### config.mk
export PLATFORM = sky130hd
export DESIGN_NAME = control_unit
export DESIGN_NICKNAME = d
export VERILOG_FILES = /design/src/rtl/control_unit.sv
export SDC_FILE = /design/constraint.sdc
export NUM_CORES = 1
export LEC_CHECK = 0
export CORE_ASPECT_RATIO = 1.1
export CORE_MARGIN = 2
export CORE_UTILIZATION = 35
export CTS_CLUSTER_SIZE = 14
export DETAILED_ROUTE_END_ITERATION = 6
export PLACE_DENSITY = 0.87
export REMOVE_ABC_BUFFERS = 1
export SLEW_MARGIN = 20
export SYNTH_ARGS = -nofsm -noshare
export SYNTH_HDL_FRONTEND = slang
export SYNTH_SLANG_ARGS = --single-unit
### constraint.sdc
create_clock -name clk -period 1.9 [get_ports clk]
set_input_delay 0.19 -clock clk [delete_from_list [all_inputs] [get_ports clk]]
set_output_delay 0.19 -clock clk [all_outputs]
set_load 0.005 [all_outputs]
### src/rtl/control_unit.sv
// Microsequencer for the 8-bit CPU: a fetch/execute T-state counter with a combinational strobe decode.
// Optional build macro CU_EARLY_END_EN ends each instruction at its last active step.
module control_unit #(
    parameter int         T_STATES = 6,
    parameter logic [1:0] ALU_ADD  = 2'b00,
    parameter logic [1:0] ALU_SUB  = 2'b01
) (
    input  logic       clk,
    input  logic       clr,
    input  logic       prog_en,
    input  logic [3:0] opcode,
    output logic       ir_wr,
    output logic       ir_rd,
    output logic       mar_en,
    output logic       ram_wr,
    output logic       ram_rd,
    output logic       reg_A_wr,
    output logic       reg_A_rd,
    output logic       reg_B_wr,
    output logic       reg_B_rd,
    output logic       alu_en,
    output logic [1:0] alu_sel,
    output logic       PC_cnt_en,
    output logic       PC_out_en,
    output logic       pc_ld,
    output logic       seg7_en,
    output logic       hlt,
    output logic [2:0] step,
    output logic       instr_done
);

    typedef enum logic [2:0] {
        T0 = 3'd0,
        T1 = 3'd1,
        T2 = 3'd2,
        T3 = 3'd3,
        T4 = 3'd4,
        T5 = 3'd5
    } step_t;

    localparam logic [3:0] OP_LDA = 4'b0000;
    localparam logic [3:0] OP_ADD = 4'b0001;
    localparam logic [3:0] OP_SUB = 4'b0010;
    localparam logic [3:0] OP_STA = 4'b0100;
    localparam logic [3:0] OP_LDI = 4'b0101;
    localparam logic [3:0] OP_JMP = 4'b0110;
    localparam logic [3:0] OP_OUT = 4'b1110;
    localparam logic [3:0] OP_HLT = 4'b1111;

    localparam step_t LAST_T = step_t'(3'(T_STATES - 1));

    step_t r_step;
    step_t w_step_nxt;
    logic  r_halted;
    logic  w_halted_nxt;
    logic  w_active;
    logic  w_last;

    always_ff @(posedge clk) begin
        r_step   <= w_step_nxt;
        r_halted <= w_halted_nxt;
    end

    always_comb begin
        w_step_nxt   = r_step;
        w_halted_nxt = r_halted;
        w_active     = !clr && !prog_en && !r_halted;
        w_last       = (r_step == LAST_T);
        ir_wr        = 1'b0;
        ir_rd        = 1'b0;
        mar_en       = 1'b0;
        ram_wr       = 1'b0;
        ram_rd       = 1'b0;
        reg_A_wr     = 1'b0;
        reg_A_rd     = 1'b0;
        reg_B_wr     = 1'b0;
        reg_B_rd     = 1'b0;
        alu_en       = 1'b0;
        alu_sel      = ALU_ADD;
        PC_cnt_en    = 1'b0;
        PC_out_en    = 1'b0;
        pc_ld        = 1'b0;
        seg7_en      = 1'b0;
        instr_done   = 1'b0;
        hlt          = r_halted && !clr;

`ifdef CU_EARLY_END_EN
        // Last active step per opcode; HLT keeps the full-length count and never reaches it.
        case (opcode)
            OP_LDA, OP_STA:                 w_last = (r_step == T4);
            OP_ADD, OP_SUB, OP_HLT:         w_last = (r_step == T5);
            default:                        w_last = (r_step == T3);
        endcase
`endif

        if (clr) begin
            w_step_nxt   = T0;
            w_halted_nxt = 1'b0;
        end else if (!prog_en && !r_halted) begin
            if (r_step == T3 && opcode == OP_HLT)
                w_halted_nxt = 1'b1;
            else if (w_last)
                w_step_nxt = T0;
            else
                w_step_nxt = step_t'(r_step + 3'd1);
        end

        if (w_active) begin
            instr_done = w_last;
            case (r_step)
                T0: begin PC_out_en = 1'b1; mar_en = 1'b1; end
                T1: PC_cnt_en = 1'b1;
                T2: begin ram_rd = 1'b1; ir_wr = 1'b1; end
                T3: begin
                    case (opcode)
                        OP_LDA, OP_ADD, OP_SUB, OP_STA: begin ir_rd = 1'b1; mar_en = 1'b1; end
                        OP_LDI: begin ir_rd = 1'b1; reg_A_wr = 1'b1; end
                        OP_JMP: begin ir_rd = 1'b1; pc_ld = 1'b1; end
                        OP_OUT: begin reg_A_rd = 1'b1; seg7_en = 1'b1; end
                        default: ;
                    endcase
                end
                T4: begin
                    case (opcode)
                        OP_LDA:         begin ram_rd = 1'b1; reg_A_wr = 1'b1; end
                        OP_ADD, OP_SUB: begin ram_rd = 1'b1; reg_B_wr = 1'b1; end
                        OP_STA:         begin reg_A_rd = 1'b1; ram_wr = 1'b1; end
                        default: ;
                    endcase
                end
                T5: begin
                    if (opcode == OP_ADD || opcode == OP_SUB) begin
                        alu_en   = 1'b1;
                        reg_A_wr = 1'b1;
                        alu_sel  = (opcode == OP_SUB) ? ALU_SUB : ALU_ADD;
                    end
                end
                default: ;
            endcase
        end
    end

    assign step = r_step;

endmodule

# [After elaboration in Yosys (flattened, before gate mapping)]
# Cells that the tools add are included.
[word_totals] word_cells=75 in_bits=7 output_inout_bits=21 ff_bits=4
[op_classes] reduce_logical=17 n_addsub=1 eq_ne=12 mux=42 bitwise=1
[ops] operator="$mux 1" n=37
[ops] operator="$eq 4x3->1 const B" n=3
[ops] operator="$eq 4x4->1 const B" n=2
[ops] operator="$eq 3x2->1 const B" n=2
[ops] operator="$eq 3x3->1 const B" n=2
[ops] operator="$pmux 1 s2" n=3
[ops] operator="$reduce_or 6->1" n=1
[ops] operator="$logic_and 1x1->1" n=5
[ops] operator="$eq 4x1->1 const B" n=1
[ops] operator="$eq 4x2->1 const B" n=1
[ops] operator="$logic_not 4->1" n=1
[ops] operator="$reduce_and 2->1" n=2
[ops] operator="$reduce_or 4->1" n=1
[ops] operator="$add 3x1->3 const B" n=1
[ops] operator="$eq 3x1->1 const B" n=1
[ops] operator="$logic_not 1->1" n=3
[ops] operator="$logic_not 3->1" n=1
[ops] operator="$mux 3" n=1
[ops] operator="$pmux 1 s3" n=1
[ops] operator="$reduce_or 3->1" n=1
[ops] operator="$reduce_or 2->1" n=1
[ops] operator="$logic_or 1x1->1" n=1
[ops] operator="$not 1->1" n=1

# [Logic depth before layout (Yosys ltp)]
# Gate-level depths: netlist of the first run.
[depth] ltp_word=5 mapped_depth=7 ltp_nobuf=5

# [Least setup slack after synthesis of the first run]
# Ideal clock, no wire load.
[synth_timing] kind="reg-to-reg" startpoint="reg r_step[0] (netlist: step[0])" endpoint="reg r_step[0] (netlist: step[0])" setup_ns=0.121 synth_period_minus_slack_ns=1.872 path_buffers=2 setup_slack_ns=0.028 required_ns=1.779 path_stages_with_launch=8 arrival_ns=1.751 path_cell_list="dfxtp_1 > clkbuf_1 > and2_1 > ha_1 > and3_4 > buf_6 > a311oi_4 > mux2_4"
[synth_via] elab_chain_cells=4 elab_cells_between_ends=7 classes_between="add/sub (1); eq/ne (2); mux (1); bitwise (1); reduce/logical (2)"
[synth_rtl] element="from (decl)" line="52" text="step_t r_step;"
[synth_rtl] element="from (signal assigned)" line="60" text="r_step <= w_step_nxt;"
[synth_rtl] element="branches (longest 4 deep; another with $add 3x1->3)"
# Parallel ways; which one is timed is not known.
# A chain may end at the register's enable or synchronous reset.

# [Worst setup path after layout of the first run]
[layout_timing] startpoint="reg r_halted" endpoint="out instr_done"
[layout_via] elab_chain_cells=3
[layout_rtl] element="from (decl)" line="54" text="logic r_halted;"
[layout_rtl] element="from (signal assigned)" line="61" text="r_halted <= w_halted_nxt;"
[layout_rtl] element="$logic_not 1->1" line="67" text="w_active = !clr && !prog_en && !r_halted;"
[layout_rtl] element="$logic_and 1x1->1" line="67"
[layout_rtl] element="$mux 1" line="108" text="if (w_active) begin"
[layout_rtl] element="to (decl)" line="29" text="output logic instr_done"
# No other way between the ends.

==> impl_metrics.env, run 1 <==
export IMPL_cts_buffers=3
export IMPL_cp_slowest_stage_delay_ns=0.48
export IMPL_hp_class="primary input to flop"
export IMPL_max_cap_viol_count=0
export IMPL_fin_crit_ns=1.836
export IMPL_hold_buffers=0
export IMPL_rows=14
export IMPL_netlist_instances=74
export IMPL_cts_tree="yes"
export IMPL_reg2regPathDepth=7
export IMPL_syn_to_final_growth_pct=87.21
export IMPL_mostFrequentLayoutCells="buf_4 (28), dlygate4sd2_1 (15), nand2_1 (7), nor2_1 (7), clkdlybuf4s50_1 (7)"
export IMPL_crit_fanout=5
export IMPL_worstHoldStart="clr"
export IMPL_synth_warnings=0
export IMPL_antenna_found_initial=0
export IMPL_nets=131
export IMPL_die_h_um=45.50
export IMPL_period_share_pct=96.65
export IMPL_drc=0
export IMPL_dieArea_um2=1899
export IMPL_critPathLaunchType="flop"
export IMPL_worstSetupPathType="flop to primary output"
export IMPL_layout_commonest_cell="buf_4"
export IMPL_run_status="completed"
export IMPL_antenna_cells=0
export IMPL_cts_clk_slew_worst_paths_ns=0.04
export IMPL_routed_via_count=738
export IMPL_rr_startpoint="step[2]$_SDFFE_PP0P_"
export IMPL_p_per_area_nw_per_um2=340.3
export IMPL_ys_async_sr_fraction_pct=0
export IMPL_fin_util_pct=72.31
export IMPL_start_util_pct=38.62
export IMPL_hpwl_mm=1.521
export IMPL_drive_gt1_share_pct=44.63
export IMPL_yosysSeqAreaShare_pct=14.61
export IMPL_htree_levels=1
export IMPL_cp_end_kind="primary output"
export IMPL_synth_edf_count=0
export IMPL_vias_per_cell=5.387
export IMPL_ant_nets=0
export IMPL_grt_max_degree=8
export IMPL_slew_viol_final=0
export IMPL_crit_arrival_ns=1.65
export IMPL_grt_setup_unrepaired="false"
export IMPL_gp_congestion=0.7919
export IMPL_finalHoldViolCount=0
export IMPL_skew_ns=0.006427
export IMPL_port_buffers=25
export IMPL_hold_depth=3
export IMPL_crit_chain="nor3_2, buf_4, nand3_2, inv_2, buf_4, clkdlybuf4s50_1"
export IMPL_nFillCells=127
export IMPL_ys_ff_latch=4
export IMPL_setup_tns_ns=0
export IMPL_total_power_uw=349.2
export IMPL_irDropWorstVdd_mv=0.2363
export IMPL_die_w_um=41.73
export IMPL_crit_top_cell="buf_4"
export IMPL_grt_pass1_vias=715
export IMPL_core_um2=1419
export IMPL_setup_viol_count_final=0
export IMPL_ff2ff_setup_slack_ns=0.13
export IMPL_ys_types=40
export IMPL_holdPathEnd="step[2]$_SDFFE_PP0P_"
export IMPL_p_leak_uw=0.0005030
export IMPL_syn_area_um2=548.0
export IMPL_cp_slowest_cell="clkdlybuf4s50_1"
export IMPL_rr_endpoint="step[0]$_SDFFE_PP0P_"
export IMPL_routed_wl_mm=2.010
export IMPL_clkLatencyLatePin_ns=0.24
export IMPL_gr_total_overflow=0
export IMPL_fmax_mhz=544.6
export IMPL_grt_pass1_wl_mm=3.194
export IMPL_wl_per_cell_um=14.67
export IMPL_root_buffer="clkbuf_4"
export IMPL_timing_final_ws_setup_ns=0.06364
export IMPL_cts_max_path_buffers=2
export IMPL_grt_use_total_pct=22.99
export IMPL_clock_sinks=4
export IMPL_io_pin_count=28
export IMPL_synth_avg_cell_area_um2=7.406
export IMPL_whs_ns=0.4942
export IMPL_cp_required_ns=1.71
export IMPL_synth_ff_type="dfxtp_1"
export IMPL_drt_pre_antenna_iters=4
export IMPL_initialDrtViolationCount=22
export IMPL_dp_slack_ns=-0.2579
==> through the flow <==
step	instance area, µm²	std cells
2_1_floorplan	489.2	65
3_3_place_gp	939.7	130
3_5_place_dp	939.7	130
4_1_cts	1017	136
5_1_grt	1026	137
6_report	1026	137
==> metal layers <==
| metal | part of all wire [%] | global-route usage [%] |
|---|---|---|
| met1 | 37 | 21.14 |
| met4 | 3.8 | 14.19 |
| met3 | 5.6 | 3.175 |
| met2 | 54 | 47.81 |
| met5 | 0 | 0 |
==> cells by family after synthesis <==
kind of cell | synth area share, %
buf+inv | 12.78
fa+ha+maj | 4.109
other cells | 0.6843
mux | 6.620
flops | 14.61
xor+xnor | 1.598
compound gates | 19.18
simple gates | 40.41
==> worst max path at each step <==
stage                                      from                   end  slack [ns]  depth (start not counted)
after floorplan            step[0]$_SDFFE_PP0P_  step[0]$_SDFFE_PP0P_        0.22                          5
after global placement                  prog_en             PC_cnt_en       -0.21                          4
after detailed placement              opcode[0]              reg_A_wr       -0.26                          5
after CTS                  step[1]$_SDFFE_PP0P_              reg_A_wr      0.0002                          6
after global routing       step[0]$_SDFFE_PP0P_                mar_en       0.004                          7
final                     r_halted$_SDFFE_PP0P_            instr_done        0.06                          6
==> sequential cells by signal, summed over array words and instances (netlist names) <==
register and flops:
r_halted 1, step 3
==> final cells by class <==
class / count / area, µm² / area share [%]
clock buffer: 3 / 22.52 / 2.195
timing repair buffer: 53 / 434.2 / 42.32
sequential: 4 / 85.08 / 8.293
inverter: 2 / 7.507 / 0.7317
multi-input combinational: 59 / 456.7 / 44.51
tap: 16 / 20.02 / 1.951
==> synth_stat cells (all sizes together) (2+ instances only) <==
library cell | number | area [µm²]
clkbuf | 5 | 20.01
nor3 | 5 | 25.02
mux2 | 2 | 26.27
nand2b | 2 | 12.51
dfxtp | 4 | 80.08
nand2 | 7 | 26.28
inv | 2 | 7.510
buf | 5 | 42.53
nand3 | 2 | 10.01
nor2b | 6 | 37.54
nor2 | 7 | 26.28
nor3b | 2 | 15.01
and3 | 3 | 26.27
==> report_power, final <==
group	internal (µW)	total (µW)	switching, µW
clock network	71.0	111	39.6
registers	89.4	92.6	3.22
logic	80.5	146	65.4
total	241	349	108
==> repair_timing <==
| item | in CTS | in global routing |
|---|---|---|
| setup buffers | 3 | 1 |
| setup endpoints to repair | 17 | 7 |
| pin swaps | 2 | 2 |
| endpoints found under the hold margin | 0 | 0 |
| resized for setup | 32 | 7 |
==> worst max-delay path, delay by kind of cell, from the launching register on <==
kind          cells  cell delay [ns]
buf+inv           4             0.78
simple gates      2             0.28
flops             1             0.34
No activity file was read; power rests on OpenSTA's default activity.
==> run 2: changes to the inputs <==
CELL_PAD_IN_SITES_DETAIL_PLACEMENT = 1   (was default)
CELL_PAD_IN_SITES_GLOBAL_PLACEMENT = 1   (was default)
CORE_UTILIZATION = 23   (was 35)
PLACE_DENSITY = 0.84   (was 0.87)
==> run 2 against run 1 <==
  * Worst hold slack better by 0.10 ns
  * Clock power about the same
  * Power up 3.6%
  * Non-clock buffer count up 4
==> impl_metrics.env, run 2 (synthesis gave the netlist of run 1 again) <==
export IMPL_run_status="completed"
export IMPL_worst_path_buf_inv=3
export IMPL_initialDrtViolationCount=7
export IMPL_grtUsageMet2_pct=36.62
export IMPL_cts_tree="yes"
export IMPL_reg2regPathDepth=7
export IMPL_fin_crit_ns=1.847
export IMPL_port_buffers=25
export IMPL_p_per_area_nw_per_um2=325.1
export IMPL_routed_via_count=749
export IMPL_slew_viol_final=0
export IMPL_wl_per_cell_um=16.25
export IMPL_crit_family="buffers and inverters"
export IMPL_grt_use_total_pct=19.20
export IMPL_setup_viol_count_final=0
export IMPL_die_h_um=55.20
export IMPL_cp_slowest_stage_delay_ns=0.51
export IMPL_regArea_um2=85.08
export IMPL_drc=0
export IMPL_critPathLaunchType="primary input"
export IMPL_ant_nets=0
export IMPL_cp_end_kind="primary output"
export IMPL_nets=135
export IMPL_hp_class="primary input to flop"
export IMPL_clkLatencyLatePin_ns=0.24
export IMPL_fmax_mhz=541.4
export IMPL_routed_wl_mm=2.518
export IMPL_drive_gt1_share_pct=52.00
export IMPL_antenna_found_initial=0
export IMPL_finalHoldViolCount=0
export IMPL_crit_top_cell="clkdlybuf4s50_1"
export IMPL_layout_commonest_cell="buf_4"
export IMPL_grt_setup_unrepaired="true"
export IMPL_drt_pre_antenna_iters=4
export IMPL_multi_input_comb_area_um2=501.7
export IMPL_place_inst=146
export IMPL_holdPathEnd="step[2]$_SDFFE_PP0P_"
export IMPL_crit_fanout=3
export IMPL_grt_pass1_vias=818
export IMPL_met1_usage_pct=19.48
export IMPL_antenna_cells=0
export IMPL_final_area_um2=1112
export IMPL_gr_total_overflow=0
export IMPL_mostFrequentLayoutCells="buf_4 (32), dlygate4sd2_1 (14), clkdlybuf4s50_1 (8)"
export IMPL_clock_sinks=4
export IMPL_root_buffer="clkbuf_4"
export IMPL_p_leak_uw=0.0005040
export IMPL_period_share_pct=97.22
export IMPL_dp_slack_ns=-0.3850
export IMPL_gr_usage_met3_pct=5.376
export IMPL_start_util_pct=24.33
export IMPL_syn_to_final_growth_pct=103.0
export IMPL_rows=18
export IMPL_cts_max_path_buffers=2
export IMPL_nFillCells=284
export IMPL_dieArea_um2=2790
export IMPL_worstHoldStart="clr"
export IMPL_grt_busiest_layer="met2"
export IMPL_cp_required_ns=1.71
export IMPL_cts_buffers=3
export IMPL_vias_per_cell=4.832
export IMPL_hold_depth=4
export IMPL_max_cap_viol_count=0
export IMPL_hpwl_mm=1.816
export IMPL_grt_max_degree=9
export IMPL_whs_ns=0.5965
export IMPL_timing_final_ws_setup_ns=0.05280
export IMPL_io_pin_count=28
export IMPL_gp_congestion=0.8090
export IMPL_rr_startpoint="step[1]$_SDFFE_PP0P_"
export IMPL_cp_num_cells=6
export IMPL_htree_levels=1
export IMPL_crit_chain="clkdlybuf4s50_1, buf_4, nor2_2, nand2_2, nor2_1, clkdlybuf4s50_1"
export IMPL_cts_clk_slew_worst_paths_ns=0.04
export IMPL_largest_register_ffs=3
export IMPL_crit_arrival_ns=1.66
export IMPL_place_area_um2=972.2
export IMPL_irDropWorstVdd_mv=0.2902
export IMPL_worstSetupPathType="primary input to primary output"
export IMPL_cp_slowest_cell="clkdlybuf4s50_1"
export IMPL_skew_ns=0.002698
export IMPL_ff2ff_setup_slack_ns=0.10
export IMPL_rr_endpoint="step[0]$_SDFFE_PP0P_"
export IMPL_die_w_um=50.54
export IMPL_fin_cells=155
export IMPL_core_um2=2252
export IMPL_grt_pass1_wl_mm=3.857
## run 2: changes by cell type in the layout (fill, tap and decap cells not counted), moves of 2 or more
cell	before	now
nor3_1	4	2
buf_4	28	32
buf_2	0	2
nor3_2	1	3
## run 2: layer usage
| layer | vias to the layer above | part of all wire (%) |
|---|---|---|
| li1 | 359 | - |
| met1 | 365 | 39 |
| met2 | 23 | 56 |
| met3 | 2 | 3.1 |
| met4 | 0 | 1.4 |
| met5 | - | 0 |
## run 2: per-stage QoR
| stage | utilization [%] | TNS (ns) | total power, µW |
|---|---|---|---|
| floorplan | - | 0 | 141.1 |
| global placement | 43.17 | -2.398 | 227.5 |
| detailed placement | 43.17 | -3.380 | 234.0 |
| CTS | 47.28 | -0.05557 | 361.4 |
| global route | 49.39 | -0.03148 | 392.9 |
| finish | 49.39 | 0 | 361.6 |
## run 2: what timing repair did
action | CTS | global route
hold buffers | 0 | 0
setup endpoints to repair | 15 | 8
pin swaps | 3 | 6
gates cloned | 0 | 0
setup buffers | 2 | 4
gates resized for setup | 39 | 12
## run 2: worst reg2reg max path: cells and delay by family, from the launching register on
| kind | cells | cell delay (ns) |
|---|---|---|
| flip-flops | 1 | 0.32 |
| adder cells (fa/ha/maj) | 1 | 0.17 |
| buffers and inverters | 2 | 0.28 |
| multiplexers | 1 | 0.33 |
| AO/OA/AOI/OAI | 1 | 0.28 |
| AND/OR/NAND/NOR | 2 | 0.31 |
## run 2: worst max-delay path by stage
stage,end,startpoint,slack [ns]
after CTS,reg_A_wr,step[0]$_SDFFE_PP0P_,-0.06
after global routing,alu_en,opcode[3],-0.03
after detailed placement,reg_A_wr,opcode[0],-0.38
after global placement,ir_rd,prog_en,-0.27
final,alu_en,opcode[3],0.05
after floorplan,step[0]$_SDFFE_PP0P_,step[0]$_SDFFE_PP0P_,0.22
## run 2: final cells by class
cell class              count  share of cell area [%]
inverters                   2                  0.6749
well taps                  30                   3.375
flip-flops and latches      4                   7.649
repair buffers             57                   41.17
clock buffers               3                   2.025
multi-input cells          59                   45.11
## run 2: where the power goes
group / switching, µW / leakage, µW / internal [µW]
clock: 39.4 / 0.0000138 / 71.0
combinational: 74.6 / 0.000456 / 83.5
sequential: 3.69 / 0.0000343 / 89.4
total: 118 / 0.000504 / 244
